File: config.mk
export PLATFORM = sky130hd
export DESIGN_NAME = sram_port_arbiter
export DESIGN_NICKNAME = d
export VERILOG_FILES = /design/src/rtl/sram_port_arbiter.sv
export SDC_FILE = /design/constraint.sdc
export NUM_CORES = 1
export LEC_CHECK = 0
export CAP_MARGIN = 20
export CORE_AREA = 2 2 126 128
export DETAILED_ROUTE_END_ITERATION = 8
export DIE_AREA = 0 0 128 130
export PLACE_DENSITY = 0.57
export SYNTH_ARGS = -nofsm -noshare
export SYNTH_HDL_FRONTEND = slang
export SYNTH_SLANG_ARGS = --single-unit
File: constraint.sdc
create_clock -name clk -period 6.95 [get_ports clk]
set_clock_uncertainty 0.2 [all_clocks]
set_input_delay 1.39 -clock clk [delete_from_list [all_inputs] [get_ports clk]]
set_output_delay 1.39 -clock clk [all_outputs]
set_load 0.02 [all_outputs]
File: src/rtl/sram_port_arbiter.sv
// Two-requester (inst fetch / EXE data) arbiter onto one SRAM-like port, with an in-order ID FIFO
// steering responses back. Define ARB_RR_EN for round-robin on ties instead of fixed data priority.
module sram_port_arbiter #(
  parameter int MAX_OUTST = 4,
  parameter int CNT_W     = 3
) (
  input  logic        clk,
  input  logic        resetn,
  input  logic        inst_sram_req,
  input  logic        inst_sram_wr,
  input  logic [1:0]  inst_sram_size,
  input  logic [3:0]  inst_sram_wstrb,
  input  logic [31:0] inst_sram_addr,
  input  logic [31:0] inst_sram_wdata,
  output logic        inst_sram_addr_ok,
  output logic        inst_sram_data_ok,
  output logic [31:0] inst_sram_rdata,
  input  logic        data_sram_req,
  input  logic        data_sram_wr,
  input  logic [1:0]  data_sram_size,
  input  logic [3:0]  data_sram_wstrb,
  input  logic [31:0] data_sram_addr,
  input  logic [31:0] data_sram_wdata,
  output logic        data_sram_addr_ok,
  output logic        data_sram_data_ok,
  output logic [31:0] data_sram_rdata,
  output logic        m_req,
  output logic        m_wr,
  output logic [1:0]  m_size,
  output logic [3:0]  m_wstrb,
  output logic [31:0] m_addr,
  output logic [31:0] m_wdata,
  input  logic        m_addr_ok,
  input  logic        m_data_ok,
  input  logic [31:0] m_rdata,
  output logic        busy
);

  localparam int   PTR_W   = (MAX_OUTST > 1) ? $clog2(MAX_OUTST) : 1;
  localparam logic ID_INST = 1'b0;
  localparam logic ID_DATA = 1'b1;

  logic                 lock_valid_q, lock_valid_d;
  logic                 lock_id_q, lock_id_d;
  logic [MAX_OUTST-1:0] fifo_q, fifo_d;
  logic [PTR_W-1:0]     wptr_q, wptr_d;
  logic [PTR_W-1:0]     rptr_q, rptr_d;
  logic [CNT_W-1:0]     cnt_q, cnt_d;

  logic sel, sel_req, full, push, pop, head;

`ifdef ARB_RR_EN
  logic last_id_q, last_id_d;
`endif

  assign full = (cnt_q == CNT_W'(MAX_OUTST));

  always_comb begin
    sel = ID_INST;
    if (lock_valid_q) begin
      sel = lock_id_q;
`ifdef ARB_RR_EN
    end else if (data_sram_req && inst_sram_req) begin
      sel = ~last_id_q;
`endif
    end else if (data_sram_req) begin
      sel = ID_DATA;
    end
  end

  assign sel_req = (sel == ID_DATA) ? data_sram_req : inst_sram_req;

  // Outputs are gated by resetn so they read 0 for the whole reset window, not only after an edge.
  assign m_req   = resetn & sel_req & ~full;
  assign m_wr    = resetn & ((sel == ID_DATA) ? data_sram_wr : inst_sram_wr);
  assign m_size  = resetn ? ((sel == ID_DATA) ? data_sram_size  : inst_sram_size)  : 2'd0;
  assign m_wstrb = resetn ? ((sel == ID_DATA) ? data_sram_wstrb : inst_sram_wstrb) : 4'd0;
  assign m_addr  = resetn ? ((sel == ID_DATA) ? data_sram_addr  : inst_sram_addr)  : 32'd0;
  assign m_wdata = resetn ? ((sel == ID_DATA) ? data_sram_wdata : inst_sram_wdata) : 32'd0;

  assign push = m_req & m_addr_ok;
  assign pop  = resetn & m_data_ok & (cnt_q != '0);
  assign head = fifo_q[rptr_q];

  assign inst_sram_addr_ok = push & (sel == ID_INST);
  assign data_sram_addr_ok = push & (sel == ID_DATA);
  assign inst_sram_data_ok = pop & (head == ID_INST);
  assign data_sram_data_ok = pop & (head == ID_DATA);
  assign inst_sram_rdata   = inst_sram_data_ok ? m_rdata : 32'd0;
  assign data_sram_rdata   = data_sram_data_ok ? m_rdata : 32'd0;
  assign busy              = resetn & (cnt_q != '0);

  always_comb begin
    lock_valid_d = lock_valid_q;
    lock_id_d    = lock_id_q;
    fifo_d       = fifo_q;
    wptr_d       = wptr_q;
    rptr_d       = rptr_q;
    cnt_d        = cnt_q;
    // A request stalled by the downstream keeps the grant until it is accepted.
    if (push) begin
      lock_valid_d = 1'b0;
    end else if (m_req) begin
      lock_valid_d = 1'b1;
      lock_id_d    = sel;
    end
    if (push) begin
      fifo_d[wptr_q] = sel;
      wptr_d         = wptr_q + 1'b1;
    end
    if (pop) rptr_d = rptr_q + 1'b1;
    case ({push, pop})
      2'b10:   cnt_d = cnt_q + 1'b1;
      2'b01:   cnt_d = cnt_q - 1'b1;
      default: cnt_d = cnt_q;
    endcase
  end

  always_ff @(posedge clk or negedge resetn) begin
    if (!resetn) begin
      lock_valid_q <= 1'b0;
      lock_id_q    <= ID_INST;
      fifo_q       <= '0;
      wptr_q       <= '0;
      rptr_q       <= '0;
      cnt_q        <= '0;
    end else begin
      lock_valid_q <= lock_valid_d;
      lock_id_q    <= lock_id_d;
      fifo_q       <= fifo_d;
      wptr_q       <= wptr_d;
      rptr_q       <= rptr_d;
      cnt_q        <= cnt_d;
    end
  end

`ifdef ARB_RR_EN
  assign last_id_d = push ? sel : last_id_q;

  always_ff @(posedge clk or negedge resetn) begin
    if (!resetn) last_id_q <= ID_INST;
    else         last_id_q <= last_id_d;
  end
`endif

  // A response with nothing outstanding is a downstream protocol violation.
  a_no_pop_empty: assert property (@(posedge clk) disable iff (!resetn) m_data_ok |-> (cnt_q != '0));

endmodule

# Word-level counts from Yosys, hierarchy flattened
# Index checks and enable logic that the tools add are counted.
[totals]
ff_bits = 13
output_inout_bits = 141
inputBits = 180
elab_cells = 58
[classes]
eq_ne = 3
magnitude_cmp = 3
reduce_logical = 5
n_mux = 22
n_addsub = 4
bitwise = 15
[op_table]
columns = ["cell", "n"]
rows = [
  ["$mux W32", 6],
  ["$and A1 B1 Y1", 11],
  ["$mux W1", 8],
  ["$mux W4", 2],
  ["$lt A2 B3 Y1 const B", 2],
  ["$pmux W3 S2", 1],
  ["$add A2 B1 Y2 const B", 2],
  ["$bwmux W4", 1],
  ["$mux W2", 2],
  ["$not A1 Y1", 4],
  ["$reduce_bool A2 Y1", 2],
  ["$add A3 B1 Y3 const B", 1],
  ["$eq A3 B3 Y1 const B", 1],
  ["$reduce_bool A3 Y1", 1],
  ["$sub A3 B1 Y3 const B", 1],
  ["$bmux W1 S2", 1],
  ["$demux W1 S2", 1],
  ["$eq A2 B1 Y1 const B", 1],
  ["$eq A2 B2 Y1 const B", 1],
  ["$ge A2 B1 Y1 const B", 1],
  ["$reduce_and A2 Y1", 1],
  ["$logic_and A1 B1 Y1", 1],
]

# Longest topological paths before layout
[logic_depth]
depth_word = 8
depth_mapped = 10
depth_no_buf = 9

# Worst setup path before layout
# OpenSTA, ideal clock, no wires.
[synth_path]
path_kind = "input port to output port"
startpoint = "input port resetn"
endpoint = "output port data_sram_rdata[10]"
t_arrival_ns = 2.505
path_slack_ns = 2.855
cell_stages = 6
n_path_buf = 2
required_ns = 5.360
cell_sequence = "o31a_1 > and2_1 > buf_2 > buf_2 > nand2_1 > nor2_1"
[synth_between]
elab_chain_cells = 4
[synth_lines]
columns = ["item", "line_no", "rtl"]
rows = [
  ["start, declared", "8", "input logic resetn,"],
  ["$and A1 B1 Y1 (2 in a row)", "82", "assign pop = resetn & m_data_ok & (cnt_q != '0);"],
  ["via pop", "50", "logic sel, sel_req, full, push, pop, head;"],
  ["$and A1 B1 Y1", "88", "assign data_sram_data_ok = pop & (head == ID_DATA);"],
  ["$mux W32", "90", "assign data_sram_rdata = data_sram_data_ok ? m_rdata : 32'd0;"],
  ["end, declared", "26", "output logic [31:0] data_sram_rdata,"],
]
# The timed path passes the listed nets, and every way through them passes these cells.

# Worst setup path after layout
[layout_path]
startpoint = "input port data_sram_req"
endpoint = "output port m_wdata[11]"
[layout_between]
elab_chain_cells = 4
[layout_lines]
columns = ["item", "line_no", "rtl"]
rows = [
  ["start, declared", "18", "input logic data_sram_req,"],
  ["$mux W1", "66", "end else if (data_sram_req) begin"],
  ["$mux W1", "60", "if (lock_valid_q) begin"],
  ["$mux W32 (2 in a row)", "79", "assign m_wdata = resetn ? ((sel == ID_DATA) ? data_sram_wdata : inst_sram_wdata) : 32'd0;"],
  ["end, declared", "32", "output logic [31:0] m_wdata,"],
]
# Every way passes these cells.

==> out/metrics.cfg <==
[run_status]
run_status=completed

[routing]
drt_wl_total_mm=12.9
drc_errors=0
via_count=3714
ant_nets=0
vias_per_cell=4.13
wl_per_cell_um=14.4
drtIter0Drc=140
drt_pass1_iterations=4

[power]
power.internal_mw=0.769
p_total_mw=1.60
pwr-share-seq_pct=9.8
p_sw_share_pct=51.9
power.net_switching_mw=0.830
power_frac_clock_pct=6.7
combinationalPowerShare_pct=83.5
vdd_drop_max_v=0.000305
p_per_area_nw_per_um2=286
p_leak_nw=2.19

[setup_path]
startpoint=data_sram_req
reg2reg_depth=9
crit_buf_inv=3
worstPathRequired_ps=5360
cp_common_cell=clkdlybuf4s50_1
timing.rr.start=lock_valid_q$_DFFE_PN0P_
crit_type=input port to output port
critical-path-slowest-cell=mux2_2
cpPeakStageDelay_ps=650
cp-end-kind=output port
worstPathCellList=clkdlybuf4s50_1 -> mux2_2 -> buf_4 -> nand2_1 -> a21oi_1 -> clkdlybuf4s50_1
crit_family=buffers and inverters
arrival_ps=3890
crit_path_max_fanout=36
path_depth=6
start_kind=input port

[cts]
cts_buffers=3
cts_tree=done
cts-root-buf=clkbuf_16
ctsHtreeMaxLevel=1
holdBufCountCts=0
clock_sinks=13
post_cts_resize_count=0
cts.clk_slew.worst_paths_ps=40
cts_setup_buffers=0
clk_path_buf_depth=2
clk_latency_ps=240

[timing]
hold_viol=0
worstMarginPinSlew_ps=678
fmaxAchievable_mhz=182
setup_viol=0
rsz0062_at_grt=false
timing.final.crit_share_pct=78.9
report.final.slew_viol_count=0
slew_headroom_pct=53.8
fin_crit_ps=5480
fin_setup_tns_ps=0

[die]
initial_core_util_pct=13.9
coreArea_sq_um=15400
dieArea_sq_um=16600
die_h_um=130
num_rows=46
io_pins=321
die_w_um=128

[job]
drv_cap=0

[logic_synthesis]
yosysTopAreaCell=nand2_1
yosysWarnings=0
synthTopCellsByArea=nand2_1, a21oi_1, dfrtp_1, nor2_1, buf_2
synth-seq-cells=13
avgSynthCellArea_sq_um=5.25
synth.distinct_cells=28
synthCells=410
synth_top_area_share_pct=30.9
ys_seq_area_share_pct=15.1
syn_area_sq_um=2150
mappedNetlistNets=596

[layout]
layout_common_cells=clkdlybuf4s50_1, nand2_1, a21oi_1
syn2layout_area_growth_pct=160
fin_cells=900
final_nets=895
n_antenna_cell=0
final_core_util_pct=36.3
mostFrequentLayoutCell=clkdlybuf4s50_1
drive_gt1_share_pct=2.68

[place]
dpl.cell_count=896
gp_congestion=0.782
hpwl_mm=10.3
port_buffers=320

[worst_hold_path]
hp-class=register to register
hp-start=cnt_q[2]$_DFFE_PN0P_
hold_depth=1

[global_routing]
grt_max_degree=41
antenna_found_initial=0
grt_pass1_wl_mm=18.5
grt_usage_pct=13.8
grt_pass1_vias=3639
grt-ovfl-total=0

-- state kept, by name, summed over array words and instances, names as in the netlist --
signal / count
lock_id_q: 1
wptr_q: 2
cnt_q: 3
lock_valid_q: 1
rptr_q: 2
fifo_q: 4
-- per-layer routing --
metal | track usage (%) | part of all wire [%]
met3 | 4.72 | 11
met2 | 25.5 | 49
met4 | 1.29 | 0.53
met1 | 16.1 | 40
met5 | 0 | 0
-- cell type report --
type                    instances  area [sq um]
repair buffers                329          3280
well taps                     192           240
inverters                       7          26.3
multi-input cells             355          1640
clock buffers                   4          78.8
fillers                      1640          9830
flip-flops and latches         13           325
-- worst register-to-register path, cell delays in order, from the launching register on --
cell	delay, ps
dfrtp_1	460
or3b_1	380
o2111a_2	250
nand2_2	190
ha_1	210
inv_1	60
fa_1	370
xor2_1	150
nor2_1	110
xor2_1	150
-- cells in the mapped netlist, drive strengths merged --
library cell,number
nand2,178
xnor2,3
ha,5
dfrtp,13
mux2i,2
a41oi,4
o21ai,2
o2111a,1
mux2,3
fa,1
xor2,3
o21a,2
clkbuf,14
buf,21
and2,3
o31a,1
a21boi,1
a21oi,72
or3b,2
a31oi,5
nor2,67
inv,7
-- final timing paths --
kind | end | slack, ps
setup / recovery | m_wdata[11] | 1470
hold / removal | cnt_q[2]$_DFFE_PN0P_ | 290
setup reg to reg | cnt_q[2]$_DFFE_PN0P_ | 4360
hold reg to reg | cnt_q[2]$_DFFE_PN0P_ | 290
max in group asynchronous | lock_valid_q$_DFFE_PN0P_ | 4890
min in group asynchronous | wptr_q[0]$_DFFE_PN0P_ | 1220
-- logic make-up (layout without fill, tap and decap cells) --
kind of cell,after synthesis,in the layout,share of synthesized area (%)
simple gates,250,250,44.6
compound gates,88,88,22.3
xor+xnor,6,6,2.44
mux,5,5,2.50
fa+ha+maj,6,6,3.84
buf+inv,42,340,9.19
flops,13,13,15.1
-- metrics by stage --
stage          cell area (sq um)  worst slack (ps)  hold slack [ps]
2_1_floorplan               2150              2850              255
3_3_place_gp                5520              1430              283
3_5_place_dp                5520              1440              285
4_1_cts                     5600              1440              291
5_1_grt                     5600              1280              311
6_report                    5600              1470              286
-- power by group through the flow --
stage | Combinational, mW | Clock (mW) | Sequential (mW)
2_1_floorplan | 0.770 | 0 | 0.144
3_3_place_gp | 1.35 | 0 | 0.157
3_5_place_dp | 1.34 | 0 | 0.158
4_1_cts | 1.35 | 0.110 | 0.157
5_1_grt | 1.45 | 0.113 | 0.163
6_report | 1.33 | 0.107 | 0.157
Power figures use the tool's default switching activity.
